File: src/rtl/core_bus_arb_pkg.sv
// Shared types and default address map for the core_bus_arb two-host / two-device arbiter.
// Consumers import this package with import core_bus_arb_pkg::*.
package core_bus_arb_pkg;

    typedef enum logic [1:0] {
        DevMem  = 2'd0,
        DevDbg  = 2'd1,
        DevNone = 2'd2
    } dev_sel_e;

    typedef enum logic {
        HostInstr = 1'b0,
        HostData  = 1'b1
    } host_sel_e;

    localparam logic [31:0] DefMemStart = 32'h0000_0000;
    localparam logic [31:0] DefMemMask  = 32'h0000_FFFF;
    localparam logic [31:0] DefDbgStart = 32'h1000_0000;
    localparam logic [31:0] DefDbgMask  = 32'h0000_0FFF;

    // True when addr falls inside the window described by base/offset-mask.
    function automatic logic addr_match(
        input logic [31:0] addr,
        input logic [31:0] base,
        input logic [31:0] mask
    );
        return (addr & ~mask) == base;
    endfunction

endpackage

File: src/rtl/core_bus_decode.sv
// Combinational address decoder for core_bus_arb: maps an address to SRAM, debug module or unmapped.
// SRAM takes precedence when both windows match.
module core_bus_decode
    import core_bus_arb_pkg::*;
#(
    parameter logic [31:0] MemStart = DefMemStart,
    parameter logic [31:0] MemMask  = DefMemMask,
    parameter logic [31:0] DbgStart = DefDbgStart,
    parameter logic [31:0] DbgMask  = DefDbgMask
) (
    input  logic [31:0] addr_i,
    output dev_sel_e    dev_sel_o
);

    always_comb begin
        dev_sel_o = DevNone;
        if (addr_match(addr_i, MemStart, MemMask)) begin
            dev_sel_o = DevMem;
        end else if (addr_match(addr_i, DbgStart, DbgMask)) begin
            dev_sel_o = DevDbg;
        end
    end

endmodule

File: src/rtl/core_bus_arb.sv
// Ibex instr/data to SRAM/debug-module bus arbiter with one-cycle response steering.
// Define CORE_BUS_ARB_RR_EN for round-robin arbitration; otherwise instruction has fixed priority.
module core_bus_arb
    import core_bus_arb_pkg::*;
#(
    parameter logic [31:0] MemStart = DefMemStart,
    parameter logic [31:0] MemMask  = DefMemMask,
    parameter logic [31:0] DbgStart = DefDbgStart,
    parameter logic [31:0] DbgMask  = DefDbgMask
) (
    input  logic        clk_i,
    input  logic        rst_ni,

    input  logic        instr_req_i,
    input  logic [31:0] instr_addr_i,
    output logic        instr_gnt_o,
    output logic        instr_rvalid_o,
    output logic [31:0] instr_rdata_o,
    output logic        instr_err_o,

    input  logic        data_req_i,
    input  logic        data_we_i,
    input  logic [3:0]  data_be_i,
    input  logic [31:0] data_addr_i,
    input  logic [31:0] data_wdata_i,
    output logic        data_gnt_o,
    output logic        data_rvalid_o,
    output logic [31:0] data_rdata_o,
    output logic        data_err_o,

    output logic        mem_req_o,
    output logic        dbg_req_o,
    output logic        dev_we_o,
    output logic [3:0]  dev_be_o,
    output logic [31:0] dev_addr_o,
    output logic [31:0] dev_wdata_o,

    input  logic        mem_rvalid_i,
    input  logic [31:0] mem_rdata_i,
    input  logic        dbg_rvalid_i,
    input  logic [31:0] dbg_rdata_i
);

    logic        instr_win;
    logic        data_win;
    logic        any_win;
    logic [31:0] win_addr;
    dev_sel_e    win_dev;

    logic        rsp_vld_q;
    host_sel_e   rsp_host_q;
    dev_sel_e    rsp_dev_q;

    logic [31:0] rsp_rdata;
    logic        rsp_err;

`ifdef CORE_BUS_ARB_RR_EN
    host_sel_e last_q;

    // On contention the host that did not win last time goes first.
    always_comb begin
        instr_win = 1'b0;
        data_win  = 1'b0;
        if (instr_req_i && data_req_i) begin
            instr_win = (last_q == HostData);
            data_win  = (last_q == HostInstr);
        end else begin
            instr_win = instr_req_i;
            data_win  = data_req_i;
        end
    end

    always_ff @(posedge clk_i or negedge rst_ni) begin
        if (!rst_ni) begin
            last_q <= HostData;
        end else if (instr_win) begin
            last_q <= HostInstr;
        end else if (data_win) begin
            last_q <= HostData;
        end
    end
`else
    always_comb begin
        instr_win = instr_req_i;
        data_win  = data_req_i && !instr_req_i;
    end
`endif

    assign any_win     = instr_win || data_win;
    assign instr_gnt_o = instr_win;
    assign data_gnt_o  = data_win;

    always_comb begin
        win_addr = 32'h0;
        if (instr_win) begin
            win_addr = instr_addr_i;
        end else if (data_win) begin
            win_addr = data_addr_i;
        end
    end

    core_bus_decode #(
        .MemStart (MemStart),
        .MemMask  (MemMask),
        .DbgStart (DbgStart),
        .DbgMask  (DbgMask)
    ) u_decode (
        .addr_i    (win_addr),
        .dev_sel_o (win_dev)
    );

    // Instruction fetches are always full-word reads.
    always_comb begin
        dev_we_o    = 1'b0;
        dev_be_o    = 4'h0;
        dev_addr_o  = 32'h0;
        dev_wdata_o = 32'h0;
        if (instr_win) begin
            dev_be_o   = 4'hF;
            dev_addr_o = instr_addr_i;
        end else if (data_win) begin
            dev_we_o    = data_we_i;
            dev_be_o    = data_be_i;
            dev_addr_o  = data_addr_i;
            dev_wdata_o = data_wdata_i;
        end
    end

    assign mem_req_o = any_win && (win_dev == DevMem);
    assign dbg_req_o = any_win && (win_dev == DevDbg);

    always_ff @(posedge clk_i or negedge rst_ni) begin
        if (!rst_ni) begin
            rsp_vld_q  <= 1'b0;
            rsp_host_q <= HostInstr;
            rsp_dev_q  <= DevNone;
        end else begin
            rsp_vld_q <= any_win;
            if (any_win) begin
                rsp_host_q <= instr_win ? HostInstr : HostData;
                rsp_dev_q  <= win_dev;
            end
        end
    end

    // Routing follows the tracking registers only; device rvalid is not trusted here.
    always_comb begin
        rsp_rdata = 32'h0;
        rsp_err   = 1'b0;
        case (rsp_dev_q)
            DevMem:  rsp_rdata = mem_rdata_i;
            DevDbg:  rsp_rdata = dbg_rdata_i;
            default: rsp_err   = 1'b1;
        endcase
    end

    always_comb begin
        instr_rvalid_o = 1'b0;
        instr_rdata_o  = 32'h0;
        instr_err_o    = 1'b0;
        data_rvalid_o  = 1'b0;
        data_rdata_o   = 32'h0;
        data_err_o     = 1'b0;
        if (rsp_vld_q) begin
            if (rsp_host_q == HostInstr) begin
                instr_rvalid_o = 1'b1;
                instr_rdata_o  = rsp_rdata;
                instr_err_o    = rsp_err;
            end else begin
                data_rvalid_o = 1'b1;
                data_rdata_o  = rsp_rdata;
                data_err_o    = rsp_err;
            end
        end
    end

`ifndef SYNTHESIS
    always @(posedge clk_i) begin
        if (rst_ni) begin
            assert (!(mem_rvalid_i && !(rsp_vld_q && rsp_dev_q == DevMem)));
            assert (!(dbg_rvalid_i && !(rsp_vld_q && rsp_dev_q == DevDbg)));
            assert (!(instr_gnt_o && data_gnt_o));
        end
    end
`endif

endmodule

File: config.mk
export PLATFORM = sky130hd
export DESIGN_NAME = core_bus_arb
export DESIGN_NICKNAME = d
export VERILOG_FILES = /design/src/rtl/core_bus_arb_pkg.sv /design/src/rtl/core_bus_decode.sv /design/src/rtl/core_bus_arb.sv
export SDC_FILE = /design/constraint.sdc
export NUM_CORES = 1
export LEC_CHECK = 0
export ABC_AREA = 0
export CORE_AREA = 2 2 122 124
export DETAILED_ROUTE_END_ITERATION = 16
export DIE_AREA = 0 0 124 126
export PLACE_DENSITY_LB_ADDON = 0.08
export SYNTH_ARGS = -nofsm -noshare
export SYNTH_HDL_FRONTEND = slang
export SYNTH_SLANG_ARGS = --single-unit
File: constraint.sdc
create_clock -name clk_i -period 1.3 [get_ports clk_i]
set_input_delay 0.195 -clock clk_i [delete_from_list [all_inputs] [get_ports clk_i]]
set_output_delay 0.195 -clock clk_i [all_outputs]
set_load 0.01 [all_outputs]
After elaboration in Yosys (flattened, before gate mapping) --
Index checks and enable logic that the tools add are counted.
Storage, ports and cells: bits in registers 4, latch bits 0, RAM bits 0, ROM bits 0, word-level logic and storage cells 40, memories kept 0
Operators by class: $add $sub $neg 0, $mul 0, divide/modulo/power cells 0, $lt $le $gt $ge 0, eq/ne operators 3, shift operators 0, multiplexer cells 25, bitwise operators 0, reduce and logical (&&, ||, !) cells 9
Operators by type and width (number):
- two-way mux 32 bit | 8
- one-hot mux 32 bit (2 select lines) | 1
- zero test 32 bit | 1
- == test 20 x 17 -> 1 bit, second input constant | 1
- two-way mux 1 bit | 12
- two-way mux 4 bit | 2
- == test 2 x 1 -> 1 bit, second input constant | 2
- zero test 2 bit | 2
- two-way mux 2 bit | 2
- logical AND 1 bit | 3
- OR reduction 2 bit | 1
- zero test 1 bit | 1
- logical OR 1 bit | 1

Depth between registers and ports, before layout --
word-level depth 9, gate-level depth with buffers 6, gate-level depth less buffers 5

Modules after synthesis --
Synthesis repeated with hierarchy kept, for this count alone.
Second synthesis, totals: cells, all modules 217, area, all modules 1503.9 um^2
Modules (own cells, without submodules):
- core_bus_arb | times used 1, cells each 207, area each 1438.9 um^2
- core_bus_decode | times used 1, cells each 10, area each 65.1 um^2

Worst setup path before layout --
OpenSTA, ideal clock, no wires.
path kind input -> output, start input port instr_addr_i[23], end output port mem_req_o, arrival 1.430 ns, data required time 1.105 ns, slack -0.325 ns, stages on the path 5, path through or4_4 nor4_2 nand4b_1 and3_4 nor3_1
Between the ends: word-level cells in the longest chain between the ends 6
Ends and longest elaborated chain:
- start: declaration | line core_bus_arb.sv:15 | input logic [31:0] instr_addr_i,
- two-way mux 32 bit (*) | line core_bus_arb.sv:95 | if (instr_win) begin
- == test 20 x 17 -> 1 bit | line core_bus_arb_pkg.sv:27 | return (addr & ~mask) == base;
- two-way mux 2 bit | line core_bus_decode.sv:19 | end else if (addr_match(addr_i, DbgStart, DbgMask)) begin
- two-way mux 2 bit (*) | line core_bus_decode.sv:17 | if (addr_match(addr_i, MemStart, MemMask)) begin
- zero test 2 bit (*) | line core_bus_arb.sv:129 | assign mem_req_o = any_win && (win_dev == DevMem);
- logical AND 1 bit (*) | line core_bus_arb.sv:129
- end: declaration | line core_bus_arb.sv:31 | output logic mem_req_o,
Mark *: on every way between the ends. The rest lies on a longest branch, timed or not.

Worst setup path in the final report --
start register rsp_dev_q[0], end output port instr_rdata_o[16]
Between the ends: word-level cells in the longest chain between the ends 4
Ends and longest elaborated chain:
- start: declaration | line core_bus_arb.sv:52 | dev_sel_e rsp_dev_q;
- start signal: assignment | line core_bus_arb.sv:136 | rsp_dev_q <= DevNone;
- start signal: assignment | line core_bus_arb.sv:141 | rsp_dev_q <= win_dev;
- == test 2 x 1 -> 1 bit / zero test 2 bit (equally long branches) | line core_bus_arb.sv:150 | case (rsp_dev_q)
- one-hot mux 32 bit (2 select lines) (*) | line core_bus_arb.sv:150
- two-way mux 32 bit (*) | line core_bus_arb.sv:165 | if (rsp_host_q == HostInstr) begin
- two-way mux 32 bit (*) | line core_bus_arb.sv:164 | if (rsp_vld_q) begin
- end: declaration | line core_bus_arb.sv:18 | output logic [31:0] instr_rdata_o,
Marks and branches as above.

==> summary.md <==
| Metric | Value |
|---|---|
| Starting density of the core | `11.6%` |
| Area leader, netlist | `mux2i_1` |
| Fin Clk Skew | `0 ns` |
| DR WL met3 | `between 1000 and 1500 um` |
| First-pass GRT wire length | `just under 20000 um` |
| Routed Antenna Nets | `0` |
| Failing checks | `setup timing` |
| Tcrit/Tclk final | `138%` |
| Post-synthesis register bit count | `4` |
| Num ports | `roughly 310` |
| Slew Limit Fails | `0` |
| Htree depth | `1` |
| Minimum clock period after layout | `about 1.8 ns` |
| Via count | `around 3.7k` |
| Die area | `about 16000 um2` |
| Peak supply drop | `approximately 0.00032 V` |
| Met2 wire length | `about 8500 um` |
| Drt initial violations | `61` |
| IO buf count | `~310` |
| Total of max-cap violations | `0` |
| # clock sinks | `4` |
| Tightest Pin Transition | `between 0.2 and 0.25 ns` |
| Hold Path Class | `input port to async pin` |
| Largest cells by area after synthesis | `mux2i_1 19%, nor2_1 16%, nand2_1 14%` |
| Cell area after synthesis | `about 1700 um2` |
| Crit. Startpoint | `rsp_dev_q[0]$_DFFE_PN0P_` |
| Design area | `~7200 um2` |
| Multi-input gate area | `2310 um2` |
| Global route total overflow | `0` |
| Total negative setup slack | `-29.29 ns` |
| Ys async rst share | `100%` |
| Chip Width | `between 100 and 150 um` |
| Antenna violations before repair | `1` |
| Setup WS post-layout | `-0.492 ns` |
| Vias in the first global route | `3464` |
| Routed WL | `between 15000 and 20000 um` |
| Layout net count | `876` |
| Crit path kind | `register to primary output` |
| P_leak | `3.15 nW` |
| RePlAce Congestion | `0.798` |
| GRT Util Overall | `16.2%` |
| Reg2reg start | `rsp_dev_q[0]$_DFFE_PN0P_` |
| Num CTS Buffers | `3` |
| Synthesized instance count | `roughly 290` |
| Share of Yosys cell area claimed by the top area cell type | `around 19%` |
| Core Rows | `44` |
| Primary FF master, synth | `dfrtp_1` |
| Clock Path Buffers | `2` |
| Latest clock arrival within the worst-skew pair | `0.22 ns` |
| # DRC | `0` |
| DP Area | `around 5300 um2` |
| Die H | `between 100 and 150 um` |
| Crit start category | `register` |
| RSZ-0062 raised after global routing | `yes` |
| CTS tree | `built` |
| Final setup fails | `between 100 and 150` |
| Largest net degree at the start of global routing | `20` |
| Register area | `103 um2` |
| Yosys warnings | `0` |
| Max frequency | `0.558 GHz` |
| Required @ worst endpoint | `around 1.1 ns` |
| Total power | `2.46 mW` |
| Mapped Nets | `between 400 and 500` |
| Post-synth EDFFs | `0` |
| Non-Filler Instances | `around 890` |
| Hpwl dp | `between 10000 and 15000 um` |
| Post-CTS Hold Buffers | `0` |
| Pre-antenna DRT Iters | `4` |
| Fillers | `1277` |
| Vias/cell | `4.16` |
| Cells after DPL | `around 800` |
| Library cells used by synthesis | `33` |
| M1 WL | `~5200 um` |
| Synth Area per Inst | `5.66 um2` |
| Final Hold Vio Count | `0` |
| Power per Cell Area | `340 nW/um2` |
| Highest Signal Layer | `met5` |
| N_diodes | `0` |
| Share of cells above drive strength 1 | `58.4%` |
| CTS clk-pin slew, worst paths | `roughly 0.030 ns` |
| Slew headroom | `~84%` |
| Core Area | `~14000 um2` |
| Critical path capture point type | `primary output` |
| Root Buffer | `clkbuf_16` |
| Seq/Total Area, Yosys | `6.09%` |
| CP Max Fanout | `4` |
| P&R area growth vs syn | `334%` |
| WL per Instance | `17.2 um` |
| Critical Path AT | `about 1.6 ns` |
| Status | `complete, but fails checks` |
## where the power goes
part | total (mW) | switching [mW] | internal, mW | leakage, nW
Combinational | 1.83 | 0.680 | 1.15 | 3.07
Sequential | 0.136 | 0.00506 | 0.131 | 0.0456
Clock | 0.492 | 0.0869 | 0.405 | 0.0382
Total | 2.46 | 0.772 | 1.68 | 3.15
## placed cells by master (no fill, tap or decap), types with 5 or more instances in the layout
| cell | n |
|---|---|
| clkbuf_16 | 5 |
| buf_12 | 21 |
| buf_4 | 41 |
| o21ai_2 | 5 |
| dlymetal6s2s_1 | 6 |
| buf_16 | 7 |
| dlygate4sd2_1 | 5 |
| buf_8 | 7 |
| buf_2 | 57 |
| nor2_2 | 8 |
| mux2i_4 | 28 |
| and2_4 | 34 |
| nor2_1 | 20 |
| clkdlybuf4s50_1 | 151 |
| nand2_1 | 61 |
| buf_6 | 130 |
| o21ai_1 | 24 |
| o21ai_0 | 7 |
| nor2_4 | 42 |
## cell usage after synthesis (2+ instances only)
master     n
buf_4      2
nand2b_1   2
nor4_1     2
nor3_1     3
a21o_1     4
mux2i_1   32
o21ai_0   13
buf_6      2
nand2_1   62
and2_1    35
buf_2      3
nor2b_1    2
buf_1      4
dfrtp_1    3
o21ai_1   23
clkbuf_1  15
inv_1      2
nor2_1    69
nand3_1    2
## cells by family after synthesis
kind of cell / Yosys count / synth area share [%]
AND/OR/NAND/NOR: 186 / 52.0
AO/OA/AOI/OAI: 44 / 14.7
multiplexers: 32 / 19.2
buffers and inverters: 28 / 7.89
flip-flops: 4 / 6.09
## per-stage QoR
step | hold slack (ns) | util, % | worst slack [ns]
after floorplan | -0.101 | - | -0.167
after global placement | 0.407 | 36.7 | -1.25
after detailed placement | 0.413 | 36.7 | -1.25
after CTS | 0.174 | 43.0 | -0.574
after global routing | 0.191 | 50.5 | -0.529
final | 0.171 | 50.5 | -0.492
## flip-flops by register name, summed over array words and instances (netlist names)
name and cells:
rsp_dev_q 2, rsp_vld_q 1, rsp_host_q 1
## cell type report
| cell class | instances | area share (%) |
|---|---|---|
| Tap cell | 184 | 3.19 |
| Timing Repair Buffer | 432 | 62.3 |
| Sequential cell | 4 | 1.42 |
| Inverter | 2 | 0.104 |
| Clock buffer | 4 | 1.09 |
| Multi-Input combinational cell | 262 | 31.9 |
## per-layer routing
| layer | vias to the layer above | track usage [%] |
|---|---|---|
| met5 | - | 0 |
| met4 | 2 | 1.85 |
| met3 | 16 | 3.71 |
| met2 | 196 | 34.0 |
| met1 | 1689 | 15.9 |
| li1 | 1793 | - |
## worst max-delay path, cell delays in order (launching register included)
cell	delay (ns)
dfrtp_2	0.47
buf_12	0.16
buf_12	0.13
buf_12	0.12
mux2i_4	0.18
nor2_1	0.15
buf_2	0.16
## final timing paths
| kind | to | cells past startpoint | slack [ns] |
|---|---|---|---|
| max | instr_rdata_o[16] | 6 | -0.49 |
| max in group asynchronous | rsp_dev_q[1]$_DFFE_PN1P_ | 1 | 0.89 |
| min | rsp_host_q$_DFFE_PN0P_ | 1 | 0.17 |
| max reg2reg | rsp_dev_q[0]$_DFFE_PN0P_ | 5 | 0.18 |
| min reg2reg | rsp_host_q$_DFFE_PN0P_ | 4 | 0.70 |
| min in group clk_i | rsp_host_q$_DFFE_PN0P_ | 3 | 0.39 |
## what timing repair did
item,in CTS,in global routing
resized for setup,750,245
setup buffers,55,26
endpoints found under the setup margin,143,119
pin swaps,52,65
cloned,13,2
No activity file was read; power rests on OpenSTA's default activity.
